$ cat src/rtl/tl_fft_extn_loader.sv
// ---------------------------------------------------------------------------
// tl_fft_extn_loader
//
// Write-side sequencer for the 8-bank sample memory. Accepts 8-lane x 64-bit
// beats from the external port (valid/ready), registers them onto the
// interface stage's D*_EXTN inputs, and issues a common write enable and
// address to all banks. Each row carries a lane rotation (SEL_PERMW) equal to
// the mod-8 sum of the 3-bit digits of its beat index, which skews the rows so
// that later column reads hit every bank exactly once. One frame is 2**AW
// beats; DONE pulses together with the WE of the last row.
//
// Ports:
//   CLK, RSTN            clock, asynchronous active-low reset
//   START, BASE_ADDR     begin a frame (IDLE only), bank address of beat 0
//   ABORT                cancel the frame in progress
//   IN_VALID, IN_READY   beat handshake; IN_READY depends on state and ABORT
//   IN_D0..IN_D7         lane data of the incoming beat
//   D0_EXTN..D7_EXTN     registered lane data to the interface stage
//   SEL_EXTN             0 while loading (external path), 1 when released
//   SEL_PERMW            lane rotation of the registered row
//   WE, WADDR            common bank write enable and address
//   BUSY                 frame in progress
//   DONE                 one-cycle pulse with the last WE of a frame
// ---------------------------------------------------------------------------
module tl_fft_extn_loader #(
    parameter int AW = 6
) (
    input  logic          CLK,
    input  logic          RSTN,
    input  logic          START,
    input  logic [AW-1:0] BASE_ADDR,
    input  logic          ABORT,
    input  logic          IN_VALID,
    output logic          IN_READY,
    input  logic [63:0]   IN_D0,
    input  logic [63:0]   IN_D1,
    input  logic [63:0]   IN_D2,
    input  logic [63:0]   IN_D3,
    input  logic [63:0]   IN_D4,
    input  logic [63:0]   IN_D5,
    input  logic [63:0]   IN_D6,
    input  logic [63:0]   IN_D7,
    output logic [63:0]   D0_EXTN,
    output logic [63:0]   D1_EXTN,
    output logic [63:0]   D2_EXTN,
    output logic [63:0]   D3_EXTN,
    output logic [63:0]   D4_EXTN,
    output logic [63:0]   D5_EXTN,
    output logic [63:0]   D6_EXTN,
    output logic [63:0]   D7_EXTN,
    output logic          SEL_EXTN,
    output logic [2:0]    SEL_PERMW,
    output logic          WE,
    output logic [AW-1:0] WADDR,
    output logic          BUSY,
    output logic          DONE
);

    // Beat index split into 3-bit digits; short indices are zero-padded.
    localparam int ND = (AW + 2) / 3;
    localparam int PW = ND * 3;

    typedef enum logic [0:0] {
        S_IDLE = 1'b0,
        S_LOAD = 1'b1
    } state_t;

    state_t        state_reg, state_next;
    logic [AW-1:0] beat_reg, beat_next;
    logic [AW-1:0] base_reg, base_next;

    logic          accept;
    logic          last_beat;

    logic [63:0]   lane_in  [8];
    logic [63:0]   lane_reg [8];

    logic [PW-1:0] beat_pad;
    logic [2:0]    rot_acc [ND+1];

    logic          we_reg;
    logic          done_reg;
    logic [AW-1:0] waddr_reg;
    logic [2:0]    perm_reg;
    logic          busy_reg;
    logic          sel_extn_reg;

    // ---------------------------------------------------------------------
    // Handshake: ready never looks at IN_VALID, so no combinational loop
    // can form through an upstream that gates valid on ready.
    // ---------------------------------------------------------------------
    assign IN_READY  = (state_reg == S_LOAD) && !ABORT;
    assign accept    = IN_VALID && IN_READY;
    assign last_beat = (beat_reg == {AW{1'b1}});

    // ---------------------------------------------------------------------
    // Row rotation: digit sum of the beat index, wrapping mod 8 in 3 bits.
    // ---------------------------------------------------------------------
    assign beat_pad   = PW'(beat_reg);
    assign rot_acc[0] = 3'd0;

    generate
        for (genvar gi = 0; gi < ND; gi++) begin : g_digit
            assign rot_acc[gi+1] = rot_acc[gi] + beat_pad[3*gi +: 3];
        end
    endgenerate

    // ---------------------------------------------------------------------
    // State machine
    // ---------------------------------------------------------------------
    always_ff @(posedge CLK or negedge RSTN) begin
        if (!RSTN) begin
            state_reg <= S_IDLE;
            beat_reg  <= '0;
            base_reg  <= '0;
        end else begin
            state_reg <= state_next;
            beat_reg  <= beat_next;
            base_reg  <= base_next;
        end
    end

    always_comb begin
        state_next = state_reg;
        beat_next  = beat_reg;
        base_next  = base_reg;
        case (state_reg)
            S_IDLE: begin
                // ABORT has no meaning here; START always wins.
                if (START) begin
                    state_next = S_LOAD;
                    beat_next  = '0;
                    base_next  = BASE_ADDR;
                end
            end
            S_LOAD: begin
                if (ABORT) begin
                    state_next = S_IDLE;
                end else if (accept) begin
                    beat_next = beat_reg + 1'b1;
                    if (last_beat) begin
                        state_next = S_IDLE;
                    end
                end
            end
            default: begin
                state_next = S_IDLE;
            end
        endcase
    end

    // ---------------------------------------------------------------------
    // Register stage toward the banks. Data, address and rotation hold
    // through bubbles; only WE/DONE drop.
    // ---------------------------------------------------------------------
    assign lane_in[0] = IN_D0;
    assign lane_in[1] = IN_D1;
    assign lane_in[2] = IN_D2;
    assign lane_in[3] = IN_D3;
    assign lane_in[4] = IN_D4;
    assign lane_in[5] = IN_D5;
    assign lane_in[6] = IN_D6;
    assign lane_in[7] = IN_D7;

    generate
        for (genvar gi = 0; gi < 8; gi++) begin : g_lane
            always_ff @(posedge CLK or negedge RSTN) begin
                if (!RSTN) begin
                    lane_reg[gi] <= '0;
                end else if (accept) begin
                    lane_reg[gi] <= lane_in[gi];
                end
            end
        end
    endgenerate

    always_ff @(posedge CLK or negedge RSTN) begin
        if (!RSTN) begin
            we_reg       <= 1'b0;
            done_reg     <= 1'b0;
            waddr_reg    <= '0;
            perm_reg     <= '0;
            busy_reg     <= 1'b0;
            sel_extn_reg <= 1'b1;
        end else begin
            we_reg       <= accept;
            done_reg     <= accept && last_beat;
            busy_reg     <= (state_next == S_LOAD);
            sel_extn_reg <= (state_next != S_LOAD);
            if (accept) begin
                // Address wraps silently modulo the bank depth.
                waddr_reg <= base_reg + beat_reg;
                perm_reg  <= rot_acc[ND];
            end
        end
    end

    assign D0_EXTN   = lane_reg[0];
    assign D1_EXTN   = lane_reg[1];
    assign D2_EXTN   = lane_reg[2];
    assign D3_EXTN   = lane_reg[3];
    assign D4_EXTN   = lane_reg[4];
    assign D5_EXTN   = lane_reg[5];
    assign D6_EXTN   = lane_reg[6];
    assign D7_EXTN   = lane_reg[7];
    assign WE        = we_reg;
    assign DONE      = done_reg;
    assign WADDR     = waddr_reg;
    assign SEL_PERMW = perm_reg;
    assign BUSY      = busy_reg;
    assign SEL_EXTN  = sel_extn_reg;

endmodule
$ cat config.mk
export PLATFORM = sky130hd
export DESIGN_NAME = tl_fft_extn_loader
export DESIGN_NICKNAME = d
export VERILOG_FILES = /design/src/rtl/tl_fft_extn_loader.sv
export SDC_FILE = /design/constraint.sdc
export NUM_CORES = 1
export LEC_CHECK = 0
export BUFFER_PORTS_ARGS = -buffer_cell sky130_fd_sc_hd__buf_2
export CAP_MARGIN = 30
export CORE_AREA = 2 2 413 415
export CTS_CLUSTER_DIAMETER = 30
export DETAILED_ROUTE_END_ITERATION = 8
export DIE_AREA = 0 0 415 417
export GPL_TIMING_DRIVEN = 0
export HOLD_SLACK_MARGIN = 0.03
export PLACE_DENSITY = 0.31
export SLEW_MARGIN = 20
export SYNTH_ARGS = -nofsm -noshare
export SYNTH_HDL_FRONTEND = slang
export SYNTH_SLANG_ARGS = --single-unit
export TNS_END_PERCENT = 100
$ cat constraint.sdc
create_clock -name CLK -period 3.4 [get_ports CLK]
set_input_delay 0 -clock CLK [delete_from_list [all_inputs] [get_ports CLK]]
set_output_delay 0 -clock CLK [all_outputs]
set_load 0.02 [all_outputs]
==> flow_summary.toml <==
[floorplan]
start_util_pct = 12.2
num_rows = 151
fp.coreArea_mm2 = 0.169
die_h_um = 417
die_area_mm2 = 0.173
die_w_um = 415
io_pins = 1049

[pwr]
vdd_drop_max_mv = 0.465
power.share.switching_pct = 32.4
p_switching_mw = 10.9
p_int_mw = 22.7
pwr-share-clk_pct = 49.9
total_leakage_power_nw = 23.9
p_per_area_mw_per_mm2 = 736
power_mw = 33.7
pwr-share-seq_pct = 26.6
p_comb_share_pct = 23.5

[clock_network]
clock_latency_ns = 0.81
postCtsSetupRepairBufs = 0
cts_tree = "yes"
numCtsBuffers = 189
root_buffer = "clkbuf_16"
cts.sinks = 537
h-tree-depth = 4
clockBufferDepth = 3
clk_pin_slew_worst_paths_ns = 0.04

[timing]
min_period_ns = 2.40
grt_setup_unrepaired = "no"
fmax_ghz = 0.417
slew_headroom_pct = 60.3
slew_violations = 0
finalCritPeriodShare_pct = 70.5
worst_pin_slew_ns = 0.596
final_hold_viol_count = 0
skew_ns = 0.0489
setup_viol = 0
hold_ws_ns = 0.0830

[drt]
wl_um = 117000
first_iter_violations = 958
dr.pass1.iters = 5
ant_nets = 0
via_per_inst = 3.43
drc = 0
wl_per_cell_um = 16.7
num_vias = 23898

[status]
status = "completed"

[final_layout]
num-nets-final = 5127
areaGrowthSynthToFinish_pct = 123
finalInstanceArea_mm2 = 0.0457
fill_cells = 18386
utilization_pct = 27.1
drive_gt1_share_pct = 31.2

[setup_path]
crit_buf_inv = 3
r2r_slack_ns = 1.00
crit_family = "buffers and inverters"
crit_slowest_cell = "dlygate4sd3_1"
cp_slowest_stage_delay_ns = 0.58
critPathMaxFanout = 10
required_ns = 4.10
startpoint_type = "flip-flop"
crit_arrival_ns = 3.09
criticalPathCategory = "reg -> reg"
path_cells = "nor2b_1 -> clkbuf_1 -> nand2_1 -> dlygate4sd3_1 -> nand2_1 -> dlygate4sd3_1"
cp-end-kind = "flip-flop"

[yosys]
syn_area_per_cell_um2 = 8.97
synth_compound_area_share_pct = 0.585
ys_types = 32
synth_nets = 2820
synth_fa_ha_area_share_pct = 0.621
synth_seq_cells = 537
yosysSeqAreaShare_pct = 65.4
syn_inst = 2288
ys_warn_count = 0
synth-xor-area-share_pct = 0.341
synth.area.mux_share_pct = 0
syn-cell-area_mm2 = 0.0205
yosys.area_share.simple_pct = 29.3
synth_top_family_by_area = "simple AND/OR/NAND/NOR gates"

[place]
postPlaceCellArea_mm2 = 0.0288
place.gp.congestion = 0.828
io_buffers = 1048
place_hpwl_um = 86700

[grt]
grt-ovfl-total = 0
grt_pass1_vias = 25555
grt.total_usage_pct = 13.2
grt_pass1_wl_um = 169000
grt_max_degree = 82
antenna_found_initial = 20

[min_path]
hp-class = "in -> reg"

[run]
cap_violations = 0
==> cells by family after synthesis <==
kind of cell,Yosys count
flops,537
xor+xnor,8
fa+ha+maj,9
buf+inv,125
simple gates,1589
compound gates,20
==> area by class of cell <==
type / count / area (um2) / area share (%)
Antenna cell: 4 / 10.0 / 0.0219
Sequential cell: 537 / 13400 / 29.4
Multi-Input combinational cell: 1626 / 6340 / 13.9
Buffer: 118 / 727 / 1.59
Tap cell: 2218 / 2780 / 6.07
Clock buffer: 286 / 5700 / 12.5
Inverter: 7 / 28.8 / 0.0629
Timing Repair Buffer: 2116 / 16100 / 35.2
Clock inverter: 64 / 629 / 1.38
==> synth_stat cells <==
cell	number	share of area, %
a31oi_1	1	0.030
inv_1	6	0.11
nor2_1	4	0.073
nand4_2	1	0.061
clkbuf_1	11	0.20
o21ai_0	7	0.17
xnor2_1	5	0.21
nand3b_1	1	0.037
nand2b_1	2	0.061
nor3_1	1	0.024
a21oi_1	4	0.097
buf_2	50	1.2
dfstp_2	1	0.13
xor2_1	3	0.13
a21o_1	1	0.037
a31o_2	1	0.043
nand2_1	1571	29
fa_1	2	0.19
nor2b_1	2	0.061
o21a_1	3	0.11
nor2_2	1	0.030
dfrtp_1	536	65
buf_6	2	0.11
nor3_2	1	0.049
o31ai_1	2	0.073
buf_4	55	2.0
nand3_1	2	0.049
ha_1	7	0.43
nand4_1	2	0.061
o21ai_1	1	0.024
inv_4	1	0.030
nor4_4	1	0.10
==> layout by cell type (no fill, tap or decap), drive strengths merged, types with 4 or more instances in the layout <==
cell type       n
a21oi           4
buf          1163
bufinv          5
clkbuf        297
clkinv         48
dfrtp         536
diode           4
dlygate4sd3  1060
ha              7
inv            16
nand2        1571
nor2            5
o21ai           8
xnor2           5
==> per-layer routing <==
metal | vias up | global-route usage (%) | share of wire (%) | wire [um]
li1 | 11623 | - | - | -
met1 | 11234 | 14.7 | 39 | 45900
met2 | 789 | 22.6 | 50 | 57800
met3 | 236 | 4.49 | 6.6 | 7740
met4 | 16 | 6.40 | 4.3 | 4990
met5 | - | 0 | 0.085 | 99
==> worst reg2reg max path: stages (launching register included) <==
cell	delay, ns
dfrtp_1	0.45
nor2b_1	0.18
clkbuf_1	0.40
nand2_1	0.13
dlygate4sd3_1	0.58
nand2_1	0.06
dlygate4sd3_1	0.54
==> power by group through the flow <==
stage                     logic (mW)  registers [mW]  clock network (mW)
after floorplan                 1.53            11.0                   0
after global placement          7.01            9.00                   0
after detailed placement        7.02            9.00                   0
after CTS                       8.10            8.95                17.2
after global routing            8.58            9.17                17.6
final                           7.92            8.96                16.8
==> stage by stage <==
step                setup TNS (ns)  worst slack (ns)  std cells
floorplan                        0              1.86       2288
global placement          -5999.46            -11.35       5554
detailed placement               0              1.18       5561
CTS                              0             0.931       6972
global route                     0             0.839       6975
finish                           0              1.00       6976
==> final timing paths <==
kind,depth (start not counted),from,endpoint
max,6,BUSY,base_reg[4]
min,4,IN_D7[51],D7_EXTN[51]
max reg2reg,6,BUSY,base_reg[4]
min reg2reg,2,D1_EXTN[10],D1_EXTN[10]
max in group asynchronous,6,RSTN,D7_EXTN[43]
min in group asynchronous,4,RSTN,D5_EXTN[57]
==> what timing repair did <==
action                                  in CTS  in global routing
gates resized for setup                      0                  0
endpoints found under the hold margin      807                  0
hold buffers                              1061                  0
endpoints found under the setup margin       0                  0
(Power assumes the default switching activity.)
